--- src/rtl/mem_lsu.sv ---
// mem_lsu: load/store unit between the memory pipeline stage and a 32-bit
// word-addressed data RAM with combinational read. Sub-word stores use a
// read-modify-write sequence; loads get lane extraction and sign/zero
// extension; misaligned or illegal-size requests complete with resp_err.
// Optional build macro: LSU_ERRCNT_EN adds a saturating err_count output.
module mem_lsu #(
  parameter int unsigned ADDR_W = 11
) (
  input  logic              clk,
  input  logic              rst,
  input  logic              req_valid,
  output logic              req_ready,
  input  logic              req_we,
  input  logic [1:0]        req_size,
  input  logic              req_signed,
  input  logic [ADDR_W+1:0] req_addr,
  input  logic [31:0]       req_wdata,
  output logic              resp_valid,
  output logic [31:0]       resp_rdata,
  output logic              resp_err,
  output logic [ADDR_W-1:0] ram_addr,
  output logic              ram_wen,
  output logic [31:0]       ram_wdata,
  input  logic [31:0]       ram_rdata
`ifdef LSU_ERRCNT_EN
  ,
  output logic [7:0]        err_count
`endif
);

  typedef enum logic [1:0] {
    IDLE = 2'd0,
    RD   = 2'd1,
    WR   = 2'd2,
    RESP = 2'd3
  } state_t;

  state_t state, state_next;

  logic              accept;
  logic              req_bad;
  logic [ADDR_W+1:0] a_addr;
  logic [1:0]        a_size;
  logic              a_we;
  logic              a_signed;
  logic [31:0]       a_wdata;
  logic [31:0]       rbuf;
  logic [31:0]       ld_data;
  logic [7:0]        ld_byte;
  logic [15:0]       ld_half;
  logic [31:0]       merged;
  logic [31:0]       res_rdata;
  logic              res_err;

  assign accept = req_valid & req_ready;

  // Alignment / size legality of the incoming request.
  always_comb begin
    req_bad = 1'b0;
    case (req_size)
      2'b00:   req_bad = 1'b0;
      2'b01:   req_bad = req_addr[0];
      2'b10:   req_bad = (req_addr[1:0] != 2'b00);
      default: req_bad = 1'b1;
    endcase
  end

  // State register.
  always_ff @(posedge clk or negedge rst) begin
    if (!rst) state <= IDLE;
    else      state <= state_next;
  end

  // Next-state decode.
  always_comb begin
    state_next = state;
    case (state)
      IDLE: begin
        if (accept) begin
          if (req_bad)                          state_next = RESP;
          else if (req_we && req_size == 2'b10) state_next = WR;
          else                                  state_next = RD;
        end
      end
      RD:      state_next = a_we ? WR : RESP;
      WR:      state_next = RESP;
      RESP:    state_next = IDLE;
      default: state_next = IDLE;
    endcase
  end

  // Outputs decoded from the state register so reset drops them at once.
  always_comb begin
    req_ready  = (state == IDLE) && rst;
    ram_wen    = (state == WR);
    resp_valid = (state == RESP);
    ram_wdata  = (state == WR) ? merged : '0;
    ram_addr   = a_addr[ADDR_W+1:2];
    resp_rdata = res_rdata;
    resp_err   = res_err;
  end

  // Latch request fields on accept.
  always_ff @(posedge clk or negedge rst) begin
    if (!rst) begin
      a_addr   <= '0;
      a_size   <= '0;
      a_we     <= 1'b0;
      a_signed <= 1'b0;
      a_wdata  <= '0;
    end else if (accept) begin
      a_addr   <= req_addr;
      a_size   <= req_size;
      a_we     <= req_we;
      a_signed <= req_signed;
      a_wdata  <= req_wdata;
    end
  end

  // Capture the RAM word read in RD for the read-modify-write merge.
  always_ff @(posedge clk or negedge rst) begin
    if (!rst)             rbuf <= '0;
    else if (state == RD) rbuf <= ram_rdata;
  end

  // Load lane extraction and extension from the word being read this cycle.
  always_comb begin
    ld_byte = ram_rdata[{a_addr[1:0], 3'b000} +: 8];
    ld_half = ram_rdata[{a_addr[1], 4'b0000} +: 16];
    case (a_size)
      2'b00:   ld_data = {{24{a_signed & ld_byte[7]}}, ld_byte};
      2'b01:   ld_data = {{16{a_signed & ld_half[15]}}, ld_half};
      default: ld_data = ram_rdata;
    endcase
  end

  // Store merge: replace the addressed lane(s) of the previously read word.
  always_comb begin
    merged = rbuf;
    case (a_size)
      2'b00:   merged[{a_addr[1:0], 3'b000} +: 8] = a_wdata[7:0];
      2'b01:   merged[{a_addr[1], 4'b0000} +: 16] = a_wdata[15:0];
      default: merged = a_wdata;
    endcase
  end

  // Response data/error are loaded on the edge that enters RESP, using the
  // RAM word directly (identical to what rbuf captures), then held until
  // the next response.
  always_ff @(posedge clk or negedge rst) begin
    if (!rst) begin
      res_rdata <= '0;
      res_err   <= 1'b0;
    end else begin
      case (state)
        IDLE: begin
          if (accept && req_bad) begin
            res_rdata <= '0;
            res_err   <= 1'b1;
          end
        end
        RD: begin
          if (!a_we) begin
            res_rdata <= ld_data;
            res_err   <= 1'b0;
          end
        end
        WR: begin
          res_rdata <= '0;
          res_err   <= 1'b0;
        end
        default: ;
      endcase
    end
  end

`ifdef LSU_ERRCNT_EN
  // Saturating count of error responses.
  always_ff @(posedge clk or negedge rst) begin
    if (!rst)
      err_count <= '0;
    else if (state == RESP && res_err && err_count != 8'hFF)
      err_count <= err_count + 8'd1;
  end
`endif

endmodule

--- config.mk ---
export PLATFORM = sky130hd
export DESIGN_NAME = mem_lsu
export DESIGN_NICKNAME = d
export VERILOG_FILES = /design/src/rtl/mem_lsu.sv
export SDC_FILE = /design/constraint.sdc
export NUM_CORES = 1
export LEC_CHECK = 0
export BUFFER_PORTS_ARGS = -buffer_cell sky130_fd_sc_hd__buf_2
export CAP_MARGIN = 20
export CORE_UTILIZATION = 50
export DETAILED_ROUTE_END_ITERATION = 8
export PLACE_DENSITY_LB_ADDON = 0.05
export REMOVE_ABC_BUFFERS = 1
export SETUP_SLACK_MARGIN = 0.1
export SLEW_MARGIN = 15
export SYNTH_ARGS = -nofsm -noshare
export SYNTH_HDL_FRONTEND = slang
export SYNTH_SLANG_ARGS = --single-unit
--- constraint.sdc ---
create_clock -name clk -period 2.9 [get_ports clk]
set_input_delay 0.58 -clock clk [delete_from_list [all_inputs] [get_ports clk]]
set_output_delay 0.58 -clock clk [all_outputs]
set_load 0.02 [all_outputs]
# == Word level (Yosys, flattened, before mapping) ==
# Cells that the tools add are included.
# classes
n_addsub,2
eq_ne,9
n_shift,6
mux,17
n_bitwise,3
reduce_logical,9
# op_table
operator,n
case mux 32 bit (2 select lines),2
two-way mux 32 bit,3
case mux 32 bit (3 select lines),1
bitwise mux 32 bit,2
"variable shift 16 x 7 -> 32 bit, first input constant",1
"variable shift 8 x 7 -> 32 bit, first input constant",1
variable part select 16 x 7 -> 32 bit,1
variable part select 32 x 6 -> 16 bit,1
variable part select 32 x 6 -> 8 bit,1
variable part select 8 x 7 -> 32 bit,1
negator 5 -> 7 bit,2
case mux 2 bit (4 select lines),1
"== test 2 x 1 -> 1 bit, second input constant",3
"== test 2 bit, second input constant",3
logical NOT 2 bit,3
two-way mux 2 bit,3
case mux 1 bit (3 select lines),2
"!= test 2 bit, second input constant",2
bitwise AND 1 bit,3
logical AND 1 bit,3
two-way mux 1 bit,3
AND reduction 3 bit,1
nonzero test 3 bit,1
"!= test 2 x 1 -> 1 bit, second input constant",1
nonzero test 2 bit,1
# word_totals
regBits,116
inputBits,84
output_inout_bits,79
elab_cells,55

# == Depth between registers and ports, before layout ==
# Gate-level depths: netlist (run 1).
# logic_depth
ltp_word,6
depth_mapped,8

# == Least setup slack after synthesis (run 1) ==
# OpenSTA, ideal clock, no wires.
# synth_path
path_type,flip-flop to output port
from,register a_addr[1]
to,output ram_wdata[15]
arrival_time_ns,2.087
required_ns,2.320
path_slack_ns,0.233
path_stages_with_launch,9
n_path_buf,2
cell_sequence,dfrtp_1 > buf_6 > inv_2 > ha_1 > nor3b_2 > buf_2 > a32o_1 > a222oi_1 > nor2b_1
# synth_between
elab_chain_cells,5
elab_cells_between_ends,10
cone_classes,add/sub (2); shift (4); mux (4)
# synth_lines
element,line_no,text
from (decl),42,logic [ADDR_W+1:0] a_addr;
from (signal assigned),112,a_addr <= req_addr;
negator 5 -> 7 bit (on tied branches),"142, 141",
variable part select 16 x 7 -> 32 bit (tied with other cells),142,"2'b01: merged[{a_addr[1], 4'b0000} +: 16] = a_wdata[15:0];"
bitwise mux 32 bit (on tied branches),"142, 141",
case mux 32 bit (2 select lines) *,140,case (a_size)
two-way mux 32 bit *,97,ram_wdata = (state == WR) ? merged : '0;
to (decl),23,"output logic [31:0] ram_wdata,"
# Mark *: on every way between the ends. The rest lies on a longest branch, timed or not.

# == Final worst setup path (run 1) ==
# layout_path
from,register a_addr[1]
to,output ram_wdata[8]
# Same word-level chain as after synthesis.

==> results of run 1 <==
[critical path: stages, from the launching register on]
cell	delay (ns)
dfrtp_2	0.41
inv_4	0.07
ha_4	0.26
nor3b_4	0.27
buf_6	0.18
a32o_1	0.17
nand2_1	0.08
a21boi_2	0.20
buf_4	0.16
[state kept, by name, summed over array words and instances, names as in the netlist]
name	flops
a_wdata	32
rbuf	32
resp_rdata	32
a_addr	13
a_size	2
state	2
a_signed	1
a_we	1
resp_err	1
[metal layers]
layer  global-route usage (%)  vias to the layer above  share of wire (%)
li1                         -                     2574                  -
met1                     37.1                     2777                 43
met2                     43.2                      235                 47
met3                     6.49                       43                6.5
met4                     14.9                        0                3.5
met5                        0                        -                  0
[area by class of cell]
cell class                 instances  area, um^2  share of cell area [%]
clock buffer                      23         468                    5.63
sequential                       116        2910                    35.0
clock inverter                     9         104                    1.25
multi-input combinational        414        3440                    41.4
timing repair buffer             188        1130                    13.6
tap                              172         215                    2.59
inverter                          12        47.5                   0.572
[path summary, 6_finish.rpt]
kind / start / to / slack (ns) / cells past startpoint
hold reg to reg: a_addr[8] / a_addr[8] / 0.48 / 1
setup reg to reg: state[0] / resp_rdata[11] / 0.57 / 7
min in group clk: req_addr[6] / a_addr[6] / 0.37 / 2
hold / removal: rst / resp_rdata[7] / 0.27 / 2
setup / recovery: a_addr[1] / ram_wdata[8] / 0.09 / 8
max in group asynchronous: rst / a_addr[0] / 2.04 / 2
[cells in the mapped netlist, drive strengths merged (15+ instances only)]
cell type / number / area [um^2]
buf: 37 / 236
a311o: 17 / 170
o21ai: 24 / 120
nor2: 15 / 58.8
a22oi: 24 / 180
mux2i: 27 / 270
nor2b: 49 / 307
o221ai: 16 / 140
a21oi: 26 / 130
clkbuf: 23 / 86.3
mux2: 82 / 923
nand2: 33 / 124
dfrtp: 116 / 2900
a22o: 29 / 254
[power by group]
group          total, W  internal, W  leakage [nW]  switching, W
sequential      0.00307      0.00241          1.43      0.000664
combinational   0.00597      0.00267          2.16       0.00330
clock           0.00202      0.00130         0.277      0.000721
total            0.0111      0.00638          3.86       0.00468
[stage by stage]
step / setup TNS (ns) / power, W / cell area (um^2) / cells
after floorplan: -22.54 / 0.00677 / 6280 / 542
after detailed placement: 0 / 0.00857 / 7500 / 895
after global routing: -0.0237 / 0.0118 / 8310 / 934
final: 0 / 0.0111 / 8310 / 934
after CTS: 0 / 0.0109 / 8220 / 934
after global placement: 0 / 0.00840 / 7500 / 895
[logic make-up (layout without fill, tap and decap cells)]
| kind of cell | after synthesis | in the layout |
|---|---|---|
| compound gates | 178 | 178 |
| simple gates | 117 | 117 |
| flops | 116 | 116 |
| mux | 109 | 109 |
| buf+inv | 72 | 232 |
| fa+ha+maj | 10 | 10 |
[repair_timing]
item | in CTS | in global routing
setup buffers | 5 | 0
endpoints found under the setup margin | 28 | 32
pin swaps | 2 | 9
resized for setup | 21 | 32
cloned | 2 | 0
==> results.json, run 1 <==
{
  "synthAdderAreaFrac_pct": 1.89,
  "grt_max_degree": 117,
  "arrival_ns": 2.23,
  "vias_per_cell": 6.03,
  "ir_drop_mv": 0.867,
  "syn2layout_area_growth_pct": 25.8,
  "critical_path_class": "reg -> out",
  "coreArea_um2": 12800,
  "die_y_um": 117,
  "finalHoldViolCount": 0,
  "synth_top_family_by_area": "compound AO/OA/AOI/OAI gates",
  "hold_path_class": "in -> async",
  "yosys_register_bits": 116,
  "yosysWarnings": 0,
  "utilization_pct": 65.1,
  "tritoncts": "done",
  "h-tree-depth": 4,
  "die_w_um": 117,
  "antenna_found_initial": 0,
  "layout.cells.most_common_list": "140 x buf_2, 113 x dfrtp_1, 72 x mux2_2",
  "skew_ns": 0.00765,
  "final_common_cell": "buf_2",
  "synthMuxAreaShare_pct": 18.1,
  "fmax_ghz": 0.356,
  "worst_slack_ns": 0.0943,
  "timing.final.crit_share_pct": 96.7,
  "drt_first_iter_violations": 510,
  "firstDrtPassIters": 9,
  "relSlewSlack_pct": 46.5,
  "nNetsFinal": 843,
  "crit_path_start_kind": "register",
  "port_buffers": 162,
  "syn_area_um2": 6610,
  "synth-edff-count": 0,
  "clockBufferDepth": 2,
  "drtAntennaViolNets": 0,
  "fin_crit_ns": 2.81,
  "cts.hold.buffers_added": 0,
  "antenna_cells": 0,
  "cellPowerDensity_nw_per_um2": 1330,
  "synthFlopType": "dfrtp_1",
  "numCtsBuffers": 17,
  "rsz0062_at_grt": "yes",
  "grt_pass1_vias": 5442,
  "final_layout_size_suffix_gt1_share_pct": 41.6,
  "maxSlewViolCount": 0,
  "synth_cells": 602,
  "rows": 41,
  "clk_pin_slew_ns": 0.06,
  "setup.worst_path.end_class": "output pin",
  "yosysUniqueCellTypes": 46,
  "dp_slack_ns": 0.191,
  "yosys.area_share.simple_pct": 9.71,
  "yosysSeqAreaShare_pct": 43.9,
  "vias": 5629,
  "synth_xor_area_share_pct": 0,
  "postSynthAreaPerCell_um2": 11.0,
  "setup_viol": 0,
  "synth_compound_area_share_pct": 20.8,
  "grt.overflow.total": 0,
  "gp_congestion": 0.880,
  "run_status": "completed",
  "routedWlPerCell_um": 19.9,
  "fill_cells": 1039,
  "async_reset_ff_share_pct": 100,
  "clock-sinks": 116,
  "clkLatencyLatePin_ns": 0.42,
  "drc": 0,
  "grt_first_pass_wirelength_um": 28500,
  "start_util_pct": 51.7,
  "io_pins": 163,
  "hold_ws_ns": 0.271,
  "dieArea_um2": 13700,
  "cp_data_required_time_ns": 2.32,
  "grt_use_total_pct": 28.1,
  "drv_cap": 0,
  "clockRootBuffer": "clkbuf_16",
  "worst_pin_slew_ns": 0.803,
  "routed_wl_um": 18600,
  "hpwl_um": 12800,
  "path_max_fanout": 6,
  "p_leak_nw": 3.86
}
(Power assumes the default switching activity.)
==> inputs of run 2 (changes only) <==
--- a/config.mk
+++ b/config.mk
@@ -7,6 +7,7 @@
 export LEC_CHECK = 0
 export BUFFER_PORTS_ARGS = -buffer_cell sky130_fd_sc_hd__buf_2
 export CAP_MARGIN = 20
+export CORE_ASPECT_RATIO = 1.4
 export CORE_UTILIZATION = 50
 export DETAILED_ROUTE_END_ITERATION = 8
 export PLACE_DENSITY_LB_ADDON = 0.05
==> results.json, run 2 (same netlist as run 1, synthesis figures left out) <==
{
  "vias": 5667,
  "skew_ns": 0.00868,
  "final_layout_size_suffix_gt1_share_pct": 43.5,
  "routed_wl_um": 18800,
  "tritoncts": "done",
  "grt_use_total_pct": 28.0,
  "path_max_fanout": 7,
  "grt_max_degree": 56,
  "clock-sinks": 116,
  "rsz0062_at_grt": "yes",
  "worst_slack_ns": -0.0603,
  "layout.cells.most_common_list": "136 x buf_2, 115 x dfrtp_1, 72 x mux2_2",
  "crit_path_start_kind": "register",
  "die_w_um": 99.2,
  "grt_pass1_vias": 5678,
  "critical_path_class": "reg -> out",
  "rows": 49,
  "cellPowerDensity_nw_per_um2": 1360,
  "antenna_cells": 0,
  "gp_congestion": 0.893,
  "final_common_cell": "buf_2",
  "antenna_found_initial": 0,
  "setup_viol": 5,
  "setup.worst_path.end_class": "output pin",
  "nNetsFinal": 860,
  "firstDrtPassIters": 7,
  "coreArea_um2": 12900,
  "drv_cap": 0,
  "tns_ns": -0.178,
  "maxSlewViolCount": 0,
  "violations": "negative setup slack",
  "finalHoldViolCount": 0,
  "vias_per_cell": 6.08,
  "die_y_um": 138,
  "h-tree-depth": 4,
  "ir_drop_mv": 0.688,
  "fmax_ghz": 0.338,
  "numCtsBuffers": 17,
  "clockRootBuffer": "clkbuf_16",
  "relSlewSlack_pct": 52.6,
  "drtAntennaViolNets": 0,
  "fin_crit_ns": 2.96,
  "port_buffers": 162,
  "grt.overflow.total": 0,
  "clk_pin_slew_ns": 0.06,
  "fin_cells": 932,
  "hpwl_um": 13100,
  "arrival_ns": 2.38,
  "timing.final.crit_share_pct": 102,
  "hold_ws_ns": 0.373,
  "grt_first_pass_wirelength_um": 30000,
  "hold_path_class": "in -> reg",
  "dieArea_um2": 13700,
  "syn2layout_area_growth_pct": 28.1,
  "fill_cells": 1061,
  "clkLatencyLatePin_ns": 0.42,
  "place_inst": 880,
  "worst_pin_slew_ns": 0.712,
  "start_util_pct": 51.3,
  "cp_data_required_time_ns": 2.32,
  "io_pins": 163,
  "drc": 0,
  "p_total_w": 0.0115,
  "run_status": "finished, violations left",
  "final_cell_area_um2": 8470,
  "routedWlPerCell_um": 20.2,
  "clockBufferDepth": 2,
  "placed_area_um2": 7480,
  "drt_first_iter_violations": 297,
  "p_leak_nw": 3.96
}
==> run 2: changes by cell type in the layout (fill, tap and decap cells not counted), sizes merged <==
cell	delta
buf	+17
bufbuf	-1
bufinv	+2
clkbuf	-4
clkinvlp	+2
dlygate4sd3	+1
==> run 2: layout make-up <==
| type | count | area [um^2] | share of cell area (%) |
|---|---|---|---|
| Clock buffer | 19 | 443 | 5.23 |
| Tap cell | 153 | 191 | 2.26 |
| Clock inverter | 13 | 183 | 2.16 |
| Multi-Input combinational cell | 414 | 3450 | 40.8 |
| Timing Repair Buffer | 205 | 1240 | 14.7 |
| Sequential cell | 116 | 2900 | 34.3 |
| Inverter | 12 | 45.0 | 0.532 |
==> run 2: stage by stage <==
step | util, % | setup slack, ns
after floorplan | - | -0.636
after global placement | 58.1 | 0.245
after detailed placement | 58.1 | 0.216
after CTS | 64.4 | -0.0491
after global routing | 65.8 | -0.166
final | 65.8 | -0.0603
==> run 2: power breakdown <==
part           switching [W]  total, W  leakage, nW  internal, W
clock               0.000793   0.00225        0.295      0.00146
combinational        0.00333   0.00614         2.23      0.00281
sequential          0.000692   0.00310         1.43      0.00241
==> run 2: worst max-delay path, stage by stage, from the launching register on <==
cell	delay [ns]
dfrtp_1	0.40
inv_2	0.11
ha_4	0.20
nor3b_4	0.15
buf_4	0.13
buf_6	0.13
a32o_1	0.25
a222oi_1	0.34
nor2b_1	0.09
buf_4	0.17
==> run 2: path summary, 6_finish.rpt <==
kind / startpoint / to / slack [ns] / depth (start not counted)
worst min register to register: resp_rdata[7] / resp_rdata[7] / 0.48 / 2
min in group asynchronous: rst / a_wdata[7] / 0.55 / 2
worst max-delay path: a_addr[1] / ram_wdata[12] / -0.06 / 9
worst min-delay path: req_addr[4] / a_addr[4] / 0.37 / 2
max in group asynchronous: rst / a_wdata[18] / 0.74 / 4
worst max register to register: state[0] / resp_rdata[9] / 0.47 / 6
==> run 2: per-layer routing <==
layer | wire length, um | track usage [%] | vias to the layer above | part of all wire, %
met5 | 0 | 0 | - | 0
li1 | - | - | 2606 | -
met3 | 1060 | 4.95 | 31 | 5.7
met4 | 285 | 9.60 | 0 | 1.5
met1 | 7990 | 36.1 | 2801 | 43
met2 | 9440 | 47.5 | 229 | 50
==> run 2: repair_timing <==
item,4_1_cts,5_1_grt
buffers inserted,9,11
endpoints found under the hold margin,8,0
setup endpoints to repair,32,32
pin swaps,10,29
cloned,1,0
hold buffers,1,0
resized for setup,28,37
==> inputs of run 3 (changes only) <==
--- a/config.mk
+++ b/config.mk
@@ -8,7 +8,7 @@
 export BUFFER_PORTS_ARGS = -buffer_cell sky130_fd_sc_hd__buf_2
 export CAP_MARGIN = 20
 export CORE_ASPECT_RATIO = 1.4
-export CORE_UTILIZATION = 50
+export CORE_UTILIZATION = 49
 export DETAILED_ROUTE_END_ITERATION = 8
 export PLACE_DENSITY_LB_ADDON = 0.05
 export REMOVE_ABC_BUFFERS = 1
==> constraint.sdc (replaced) <==
create_clock -name clk -period 2.4 [get_ports clk]
set_input_delay 0.48 -clock clk [delete_from_list [all_inputs] [get_ports clk]]
set_output_delay 0.48 -clock clk [all_outputs]
set_load 0.02 [all_outputs]
==> results.json, run 3 (same netlist as run 1, synthesis figures left out) <==
{
  "h-tree-depth": 4,
  "drtAntennaViolNets": 0,
  "io_pins": 163,
  "regToRegSetupSlack_ns": 0.28,
  "hold_path_class": "in -> reg",
  "routed_wl_um": 18900,
  "numCtsBuffers": 17,
  "grt_first_pass_wirelength_um": 30400,
  "syn2layout_area_growth_pct": 29.2,
  "rows": 49,
  "fmax_ghz": 0.360,
  "swShare_pct": 42.0,
  "worstHoldStart": "req_addr[7]",
  "switchingPower_w": 0.00582,
  "min_to": "a_addr[7]",
  "dp_slack_ns": -0.210,
  "coreArea_um2": 13000,
  "placed_area_um2": 7600,
  "rsz0062_at_grt": "yes",
  "skew_ns": 0.00741,
  "antenna_cells": 0,
  "run_status": "finished, violations left",
  "tritoncts": "done",
  "maxSlewViolCount": 0,
  "nNetsFinal": 863,
  "finalHoldViolCount": 0,
  "seq_power_share_pct": 26.8,
  "reg2reg_depth": 6,
  "arrival_ns": 2.30,
  "comb_power_share_pct": 55.1,
  "drt_first_iter_violations": 328,
  "routedWlPerCell_um": 19.7,
  "p_int_w": 0.00803,
  "violations": "negative setup slack",
  "antenna_found_initial": 0,
  "vias_per_cell": 5.90,
  "setup.worst_path.end_class": "output pin",
  "dieArea_um2": 14000,
  "crit_path_start_kind": "register",
  "layout.cells.most_common_list": "132 x buf_2, 115 x dfrtp_1, 72 x mux2_2",
  "grt.overflow.total": 0,
  "hpwl_um": 13000,
  "grt_pass1_vias": 5739,
  "grt_max_degree": 114,
  "final_common_cell": "buf_2",
  "hold_path_depth": 2,
  "drc": 0,
  "clockRootBuffer": "clkbuf_16",
  "die_y_um": 139,
  "r2r-start": "state[0]",
  "firstDrtPassIters": 6,
  "ir_drop_mv": 0.871,
  "hold_ws_ns": 0.275,
  "port_buffers": 162,
  "worst_pin_slew_ns": 0.602,
  "setup_viol": 32,
  "clockBufferDepth": 2,
  "relSlewSlack_pct": 59.9,
  "drv_cap": 0,
  "die_w_um": 100,
  "clk_pin_slew_ns": 0.05,
  "gp_congestion": 0.864,
  "path_max_fanout": 4,
  "p_leak_nw": 3.97,
  "r2r-end": "resp_rdata[9]",
  "vias": 5667,
  "critical_path_class": "reg -> out",
  "final_cell_area_um2": 8540,
  "grt_use_total_pct": 27.9,
  "start_util_pct": 50.8,
  "cp_data_required_time_ns": 1.92,
  "cellPowerDensity_nw_per_um2": 1620,
  "clkLatencyLatePin_ns": 0.41,
  "power_frac_clock_pct": 18.1,
  "fin_crit_ns": 2.78,
  "clock-sinks": 116,
  "timing.final.crit_share_pct": 116,
  "worst_slack_ns": -0.381,
  "final_layout_size_suffix_gt1_share_pct": 43.4
}
## run 3: changes by cell type in the layout (fill, tap and decap cells not counted), sizes merged
cell	delta
buf	+3
bufinv	-2
clkbuf	+3
clkinv	+1
clkinvlp	-2
## run 3: worst max path at each step
stage	from	to	cells past startpoint
2_1_floorplan	a_addr[1]	ram_wdata[16]	6
3_3_place_gp	a_addr[0]	ram_wdata[24]	7
3_5_place_dp	a_addr[0]	ram_wdata[24]	7
4_1_cts	a_addr[1]	ram_wdata[14]	8
5_1_grt	a_addr[1]	ram_wdata[13]	8
6_report	a_addr[1]	ram_wdata[15]	8
## run 3: layout make-up
cell class	count	area, um^2
well taps	178	223
multi-input cells	414	3460
clock buffers	22	474
repair buffers	208	1330
clock inverters	10	105
inverters	12	45.0
flip-flops and latches	116	2900
fillers	1051	4460
## run 3: power by group through the flow
stage	sequential [W]	combinational (W)	clock (W)
6_report	0.00371	0.00764	0.00251
5_1_grt	0.00383	0.00825	0.00264
4_1_cts	0.00368	0.00720	0.00255
3_5_place_dp	0.00371	0.00683	0
3_3_place_gp	0.00367	0.00671	0
2_1_floorplan	0.00412	0.00405	0
## run 3: routing by layer
metal | vias to the layer above | track usage [%] | routed length (um)
met5 | - | 0 | 0
met4 | 0 | 9.76 | 344
met3 | 32 | 5.68 | 1150
met2 | 226 | 45.7 | 9210
met1 | 2795 | 36.5 | 8190
li1 | 2614 | - | -
## run 3: timing repair
action | 4_1_cts | 5_1_grt
resized for setup | 27 | 43
cloned | 1 | 0
pin swaps | 21 | 31
endpoints found under the hold margin | 3 | 0
hold buffers | 1 | 0
buffers inserted | 7 | 5
setup endpoints to repair | 32 | 32
## run 3: critical path: stages (launching register included)
cell,delay (ns)
dfrtp_1,0.39
inv_2,0.14
ha_4,0.23
nor3b_4,0.17
a32o_1,0.25
a222oi_1,0.34
buf_4,0.18
nor2b_1,0.04
buf_4,0.15
## run 3: stage by stage
step / util (%) / setup TNS (ns) / power, W / instances
floorplan: - / -56.39 / 0.00817 / 542
global placement: 58.5 / -0.928 / 0.0104 / 914
detailed placement: 58.5 / -2.35 / 0.0105 / 914
CTS: 64.1 / -8.63 / 0.0134 / 955
global route: 65.7 / -10.87 / 0.0147 / 960
finish: 65.7 / -8.39 / 0.0139 / 960
